--- src/rtl/mux_rr_arb_if.sv ---
// mux_rr_arb_if: handshake bundle between requesters, the arbitrating mux and
// the single downstream consumer.
//   in/in_valid/in_ready : M flattened N-bit request channels (channel i at [i*N +: N])
//   mode                 : 0 = round-robin, 1 = fixed priority (lowest index wins)
//   out/out_sel/out_valid/out_ready : registered output word, its source index, handshake
// Modports: master = requester/consumer side, slave = the mux.
interface mux_rr_arb_if #(
  parameter int N = 32,
  parameter int M = 8,
  parameter int S = $clog2(M)
);
  logic [M*N-1:0] in;
  logic [M-1:0]   in_valid;
  logic [M-1:0]   in_ready;
  logic           mode;
  logic [N-1:0]   out;
  logic [S-1:0]   out_sel;
  logic           out_valid;
  logic           out_ready;

  modport master (
    output in, in_valid, mode, out_ready,
    input  in_ready, out, out_sel, out_valid
  );

  modport slave (
    input  in, in_valid, mode, out_ready,
    output in_ready, out, out_sel, out_valid
  );
endinterface

--- src/rtl/mux_rr_arb.sv ---
// mux_rr_arb: M-input, N-bit arbitrating multiplexer with a registered output.
// A rotating-priority arbiter (or fixed lowest-index priority when mode = 1)
// picks one valid channel per cycle; the accepted word appears on out one
// cycle later. Full throughput when out_ready stays high.
// Ports:
//   clk   : rising-edge clock
//   rst_n : synchronous active-low reset
//   bus   : mux_rr_arb_if.slave (channel inputs, mode, registered output handshake)
module mux_rr_arb #(
  parameter int N = 32,
  parameter int M = 8
) (
  input logic         clk,
  input logic         rst_n,
  mux_rr_arb_if.slave bus
);
  localparam int S = $clog2(M);

  logic [N-1:0] out_q;
  logic [S-1:0] sel_q;
  logic         valid_q;
  logic [S-1:0] ptr;

  logic [N-1:0] chan [M];
  logic [S-1:0] grant;
  logic [S-1:0] idx_s;
  logic         found;
  logic         load;
  logic         xfer;
  int unsigned  base;
  int unsigned  idx;

  always_comb begin
    for (int unsigned i = 0; i < M; i++) begin
      chan[i] = bus.in[i*N +: N];
    end
  end

  // Scan upward from the start point with wrap; fixed mode simply starts at 0,
  // which yields the lowest-index valid channel.
  always_comb begin
    grant = '0;
    found = 1'b0;
    idx   = 0;
    idx_s = '0;
    base  = bus.mode ? 0 : 32'(ptr);
    for (int unsigned k = 0; k < M; k++) begin
      idx = base + k;
      if (idx >= 32'(M)) idx = idx - 32'(M);
      idx_s = S'(idx);
      if (!found && bus.in_valid[idx_s]) begin
        found = 1'b1;
        grant = idx_s;
      end
    end
  end

  assign load = !valid_q || bus.out_ready;
  assign xfer = rst_n && load && found;

  always_comb begin
    bus.in_ready = '0;
    if (xfer) bus.in_ready[grant] = 1'b1;
  end

  always_ff @(posedge clk) begin
    if (!rst_n) begin
      out_q   <= '0;
      sel_q   <= '0;
      valid_q <= 1'b0;
      ptr     <= '0;
    end else if (xfer) begin
      out_q   <= chan[grant];
      sel_q   <= grant;
      valid_q <= 1'b1;
      if (!bus.mode) ptr <= (grant == S'(M-1)) ? '0 : grant + 1'b1;
    end else if (load) begin
      valid_q <= 1'b0;
    end
  end

  assign bus.out       = out_q;
  assign bus.out_sel   = sel_q;
  assign bus.out_valid = valid_q;
endmodule

--- src/flat_wrapper.sv ---
// flat-port wrapper written by rule: the top's interface ports become plain ports
module mux_rr_arb_flat 
#(
  parameter int N = 32,
  parameter int M = 8
)
  (clk, rst_n, bus_in, bus_in_valid, bus_mode, bus_out_ready, bus_in_ready, bus_out, bus_out_sel, bus_out_valid);
  mux_rr_arb_if #(.N(N), .M(M)) bus_i ();
  input logic clk;
  input logic rst_n;
  input wire logic [$bits(bus_i.in)-1:0] bus_in;
  input wire logic [$bits(bus_i.in_valid)-1:0] bus_in_valid;
  input wire logic [$bits(bus_i.mode)-1:0] bus_mode;
  input wire logic [$bits(bus_i.out_ready)-1:0] bus_out_ready;
  output wire logic [$bits(bus_i.in_ready)-1:0] bus_in_ready;
  output wire logic [$bits(bus_i.out)-1:0] bus_out;
  output wire logic [$bits(bus_i.out_sel)-1:0] bus_out_sel;
  output wire logic [$bits(bus_i.out_valid)-1:0] bus_out_valid;
  assign bus_i.in = bus_in;
  assign bus_i.in_valid = bus_in_valid;
  assign bus_i.mode = bus_mode;
  assign bus_i.out_ready = bus_out_ready;
  assign bus_in_ready = bus_i.in_ready;
  assign bus_out = bus_i.out;
  assign bus_out_sel = bus_i.out_sel;
  assign bus_out_valid = bus_i.out_valid;
  mux_rr_arb #(.N(N), .M(M)) u_core (.clk(clk), .rst_n(rst_n), .bus(bus_i));
endmodule
--- config.mk ---
export PLATFORM = sky130hd
export DESIGN_NAME = mux_rr_arb_flat
export DESIGN_NICKNAME = d
export VERILOG_FILES = /design/src/rtl/mux_rr_arb_if.sv /design/src/rtl/mux_rr_arb.sv /design/src/flat_wrapper.sv
export SDC_FILE = /design/constraint.sdc
export NUM_CORES = 1
export LEC_CHECK = 0
export CORE_AREA = 3 3 119 121
export DETAILED_ROUTE_END_ITERATION = 7
export DIE_AREA = 0 0 122 124
export GPL_TIMING_DRIVEN = 0
export PLACE_DENSITY = 0.79
export SYNTH_ARGS = -nofsm -noshare
export SYNTH_HDL_FRONTEND = slang
export SYNTH_SLANG_ARGS = --single-unit
--- constraint.sdc ---
create_clock -name clk -period 5.8 [get_ports clk]
set_input_delay 0.87 -clock clk [delete_from_list [all_inputs] [get_ports clk]]
set_output_delay 0.87 -clock clk [all_outputs]
set_load 0.01 [all_outputs]
After elaboration in Yosys (flattened, before gate mapping)
Index checks and enable logic that the tools add are counted.

Register bits after elaboration: 39. Word-level logic and storage cells: 113.

Reduce and logical (&&, ||, !) cells: 21. Bitwise operators: 2. Equal/unequal tests: 1. Add/subtract/negate cells: 16. Mux-type cells: 50. $lt $le $gt $ge: 19.

Operators by type and width (count): $ge A32 B4 Y1 const B (8); $bmux W32 S3 (1); $mux W32 (2); $mux W3 (18); $lt A3 B4 Y1 const B (9); $bmux W1 S3 (8); $sub A3 B1 Y3 const B (8); $mux W1 (19); $add A3 B3 Y4 const B (4); $logic_and A1 B1 Y1 (10); $add A3 B2 Y4 const B (2); $logic_not A1 Y1 (8); $mux W8 (1); $add A3 B1 Y4 const B (1); $ge A4 B4 Y1 const B (1); $not A3 Y4 (1); $add A3 B1 Y3 const B (1); $demux W1 S3 (1); $eq A3 B3 Y1 const B (1); $ge A3 B1 Y1 const B (1); $reduce_and A2 Y1 (1); $reduce_bool A2 Y1 (1); $logic_or A1 B1 Y1 (1); $not A1 Y1 (1).

Depth between registers and ports, before layout
Depth in word-level cells: 32. Mapped depth: 17. Gate-level depth less buffers: 12.

Worst setup path before layout
OpenSTA, ideal clock, no wires.

Kind: input-to-output. Start: input port bus_mode. End: output port bus_in_ready[3]. Required time: 4.930 ns. Slack: 1.439 ns. Path buffers: 4. Arrival time: 3.491 ns. Cell stages on the path: 15. Cells stage by stage: nor2b_1 -> buf_2 -> inv_2 -> ha_1 -> xnor2_1 -> nor3_1 -> a21o_1 -> nor3_4 -> o21a_1 -> o31ai_1 -> buf_2 -> or3_1 -> buf_4 -> buf_6 -> a21oi_1.

Longest elaborated chain between the ends: 32.

Ends and longest elaborated chain: from (decl) (line flat_wrapper.sv:13) `input wire logic [$bits(bus_i.mode)-1:0] bus_mode;`; $mux W3 * (line mux_rr_arb.sv:46) `base = bus.mode ? 0 : 32'(ptr);`; branches (longest 30 deep; another with $ge A32 B4 Y1); $mux W8 * (line mux_rr_arb.sv:63) `if (xfer) bus.in_ready[grant] = 1'b1;`; to (decl) (line flat_wrapper.sv:15) `output wire logic [$bits(bus_i.in_ready)-1:0] bus_in_ready;`.

Every way passes the cells marked *. The select of a mux whose other input is x is not followed.

Worst setup path after layout
Ends and elaborated chain as after synthesis.

==> results.toml <==
[placement]
port_buffers = 311
place_ws_ns = -0.227
routabilityCongestion = 0.892
hpwlAfterDp_um = 18100
place_area_um2 = 7990
place_inst = 1068

[timing]
finClkSkew_ns = 0.00870
timing.hold.ws_ns = 0.469
max_clock_freq_mhz = 184
final.setup.tns_ns = 0
final-hold-violation-count = 0
drv_slew = 0
period_needed_ns = 5.44
setup_viol_count_final = 0
tightest_slew_ns = 0.733
grt_setup_unrepaired = "no"
setup_slack_ns = 0.361
post-route-period-util_pct = 93.8
slew_headroom_pct = 51.0

[synth]
postSynthNetCount = 850
synth_area_leaders = "mux2i_1 (17%), dfxtp_1 (17%), a2111o_1 (7.7%)"
synth_edf_count = 0
ys_ff_latch = 39
syn_area_um2 = 4660
netlist-cell-type-count = 61
synth_warnings = 0
ys_async_sr_fraction_pct = 0
synth_ff_type = "dfxtp_1"
synth_top_area_share_pct = 17.2
synth.top_cells.by_count = "mux2i_1 (80), a21oi_1 (44), o21ai_0 (41)"
synth.most_common_cell = "mux2i_1"
synth_area_leader_cell = "mux2i_1"
syn_avg_cell_area_um2 = 8.02
yosysSeqAreaShare_pct = 16.8
syn_inst = 581

[worst_hold_path]
hold_class = "reg -> reg"

[clock_network]
clkTransAtPathRegs_ns = 0.06
cts_tree = "done"
clockRootBuffer = "clkbuf_16"
htree_levels = 2
numClockSinks = 39
clock_tree.buffer_depth = 2
numCtsBuffers = 5
worstSkewPairLatency_ns = 0.29

[floorplanning]
dieArea_um2 = 15100
ios = 312
dieWidth_um = 122
fp-row-count = 42
start_util_pct = 35.3
die_h_um = 124
core_area_um2 = 13200

[detailed_routing]
wl_per_cell_um = 20.8
vias = 5992
postRouteAntennaNets = 0
wl_um = 22300
drc = 0
via_per_inst = 5.58
drtIter0Drc = 368
dr.pass1.iters = 5

[power]
switching_share_pct = 37.0
p_leak_nw = 3.55
peakVddDrop_v = 0.000108
power_frac_comb_pct = 60.2
power_mw = 1.68
powerDensity_nw_per_um2 = 205
p_clk_share_pct = 17.2
switchingPower_uw = 620
seq_power_share_pct = 22.6
p_int_mw = 1.06

[layout]
diodes = 0
layout.cells.non_filler = 1074
areaGrowthSynthToFinish_pct = 75.2
nNetsFinal = 1167
utilization_pct = 61.9
drive_above_1_share_pct = 8.13
stdcell_area_um2 = 8160

[grt]
grt_max_degree = 20
first_global_vias = 5814
grt.total_usage_pct = 27.4
grt_overflow = 0
grt_antenna_before_repair = 0
grt_pass1_wl_um = 32100

[setup_path]
worstPathArrival_ns = 4.57
path_class = "in -> out"
crit_slowest_cell = "clkdlybuf4s50_1"
worst_setup_path_end_kind = "output port"
slowest_delay_ns = 0.56
cp-start-kind = "primary input"
path_max_fanout = 10
critPathRequiredTime_ns = 4.93
path_cells = "dlymetal6s2s_1 -> nor2b_1 -> buf_2 -> inv_2 -> ha_2 -> inv_1 -> mux4_2 -> o41ai_4 -> nor3_4 -> o21a_1 -> o31ai_1 -> buf_2 -> or3_1 -> buf_4 -> buf_6 -> a21oi_1 -> clkdlybuf4s50_1"
cpMostUsedCell = "buf_2"

[run]
cap_violations = 0

[outcome]
status = "completed"
cells by family (layout without fill, tap and decap cells):
family	after synthesis	in the layout	share of synthesized area [%]
AO/OA/AOI/OAI	247	247	38.1
XOR/XNOR	3	3	0.564
adder cells (fa/ha/maj)	1	1	0.268
buffers and inverters	66	383	8.00
flip-flops	39	39	16.8
multiplexers	88	88	19.7
AND/OR/NAND/NOR	137	137	16.6
worst paths after layout:
check / slack (ns) / start / endpoint / cells past startpoint
setup / recovery: 0.36 / bus_mode / bus_in_ready[3] / 17
hold / removal: 0.47 / u_core.bus.out[7] / u_core.bus.out[7] / 1
setup reg to reg: 1.70 / u_core.ptr[1] / u_core.bus.out[14] / 17
hold reg to reg: 0.47 / u_core.bus.out[7] / u_core.bus.out[7] / 1
area by class of cell:
cell class	count	area, µm²
tap	176	220
inverter	6	25.0
timing repair buffer	312	3120
multi-input combinational	476	3530
buffer	58	340
clock buffer	6	139
sequential	39	781
clock inverter	1	5.00
fill	1189	5030
routing by layer:
metal / share of wire [%] / GRT usage [%]
met1: 39 / 32.5
met2: 51 / 49.2
met3: 8.5 / 7.13
met4: 2.0 / 7.07
met5: 0 / 0
cell usage in the layout (no fill, tap or decap), drive strengths merged, types with 4 or more instances in the layout:
master | synthesis | layout
a21oi | 44 | 44
nand2 | 12 | 12
nor2b | 8 | 8
and2 | 5 | 5
o21ai | 42 | 42
nor3 | 5 | 5
or2 | 4 | 4
mux2 | 4 | 4
inv | 6 | 6
nand2b | 4 | 4
and3 | 37 | 37
nand3 | 36 | 36
o22ai | 34 | 34
a21boi | 33 | 33
a2111o | 32 | 32
buf | 37 | 38
dfxtp | 39 | 39
a211oi | 4 | 4
clkbuf | 23 | 27
mux2i | 83 | 83
nor2 | 14 | 14
o21a | 34 | 34
clkdlybuf4s50 | 0 | 310
critical path, delay by kind of cell:
family	cells	cell delay, ns
fa+ha+maj	1	0.42
simple gates	3	0.81
mux	1	0.30
buf+inv	8	1.68
compound gates	4	0.48
sequential cells by signal, summed over array words and instances, names as in the netlist:
signal / cells
u_core.bus.out: 32
u_core.bus.out_sel: 3
u_core.bus.out_valid: 1
u_core.ptr: 3
timing repair:
action                                  4_1_cts  5_1_grt
hold buffers                                  0        0
gates resized for setup                       2        4
endpoints found under the setup margin        3        8
pin swaps                                     1        1
buffers inserted                              1        0
power by group through the flow:
stage | clock, mW | combinational, mW | sequential, mW
2_1_floorplan | 0 | 0.491 | 0.413
3_3_place_gp | 0 | 0.998 | 0.380
3_5_place_dp | 0 | 1.00 | 0.383
4_1_cts | 0.288 | 1.01 | 0.378
5_1_grt | 0.296 | 1.07 | 0.386
6_report | 0.288 | 1.01 | 0.379
Note: power is estimated with default switching activity, not from simulation.
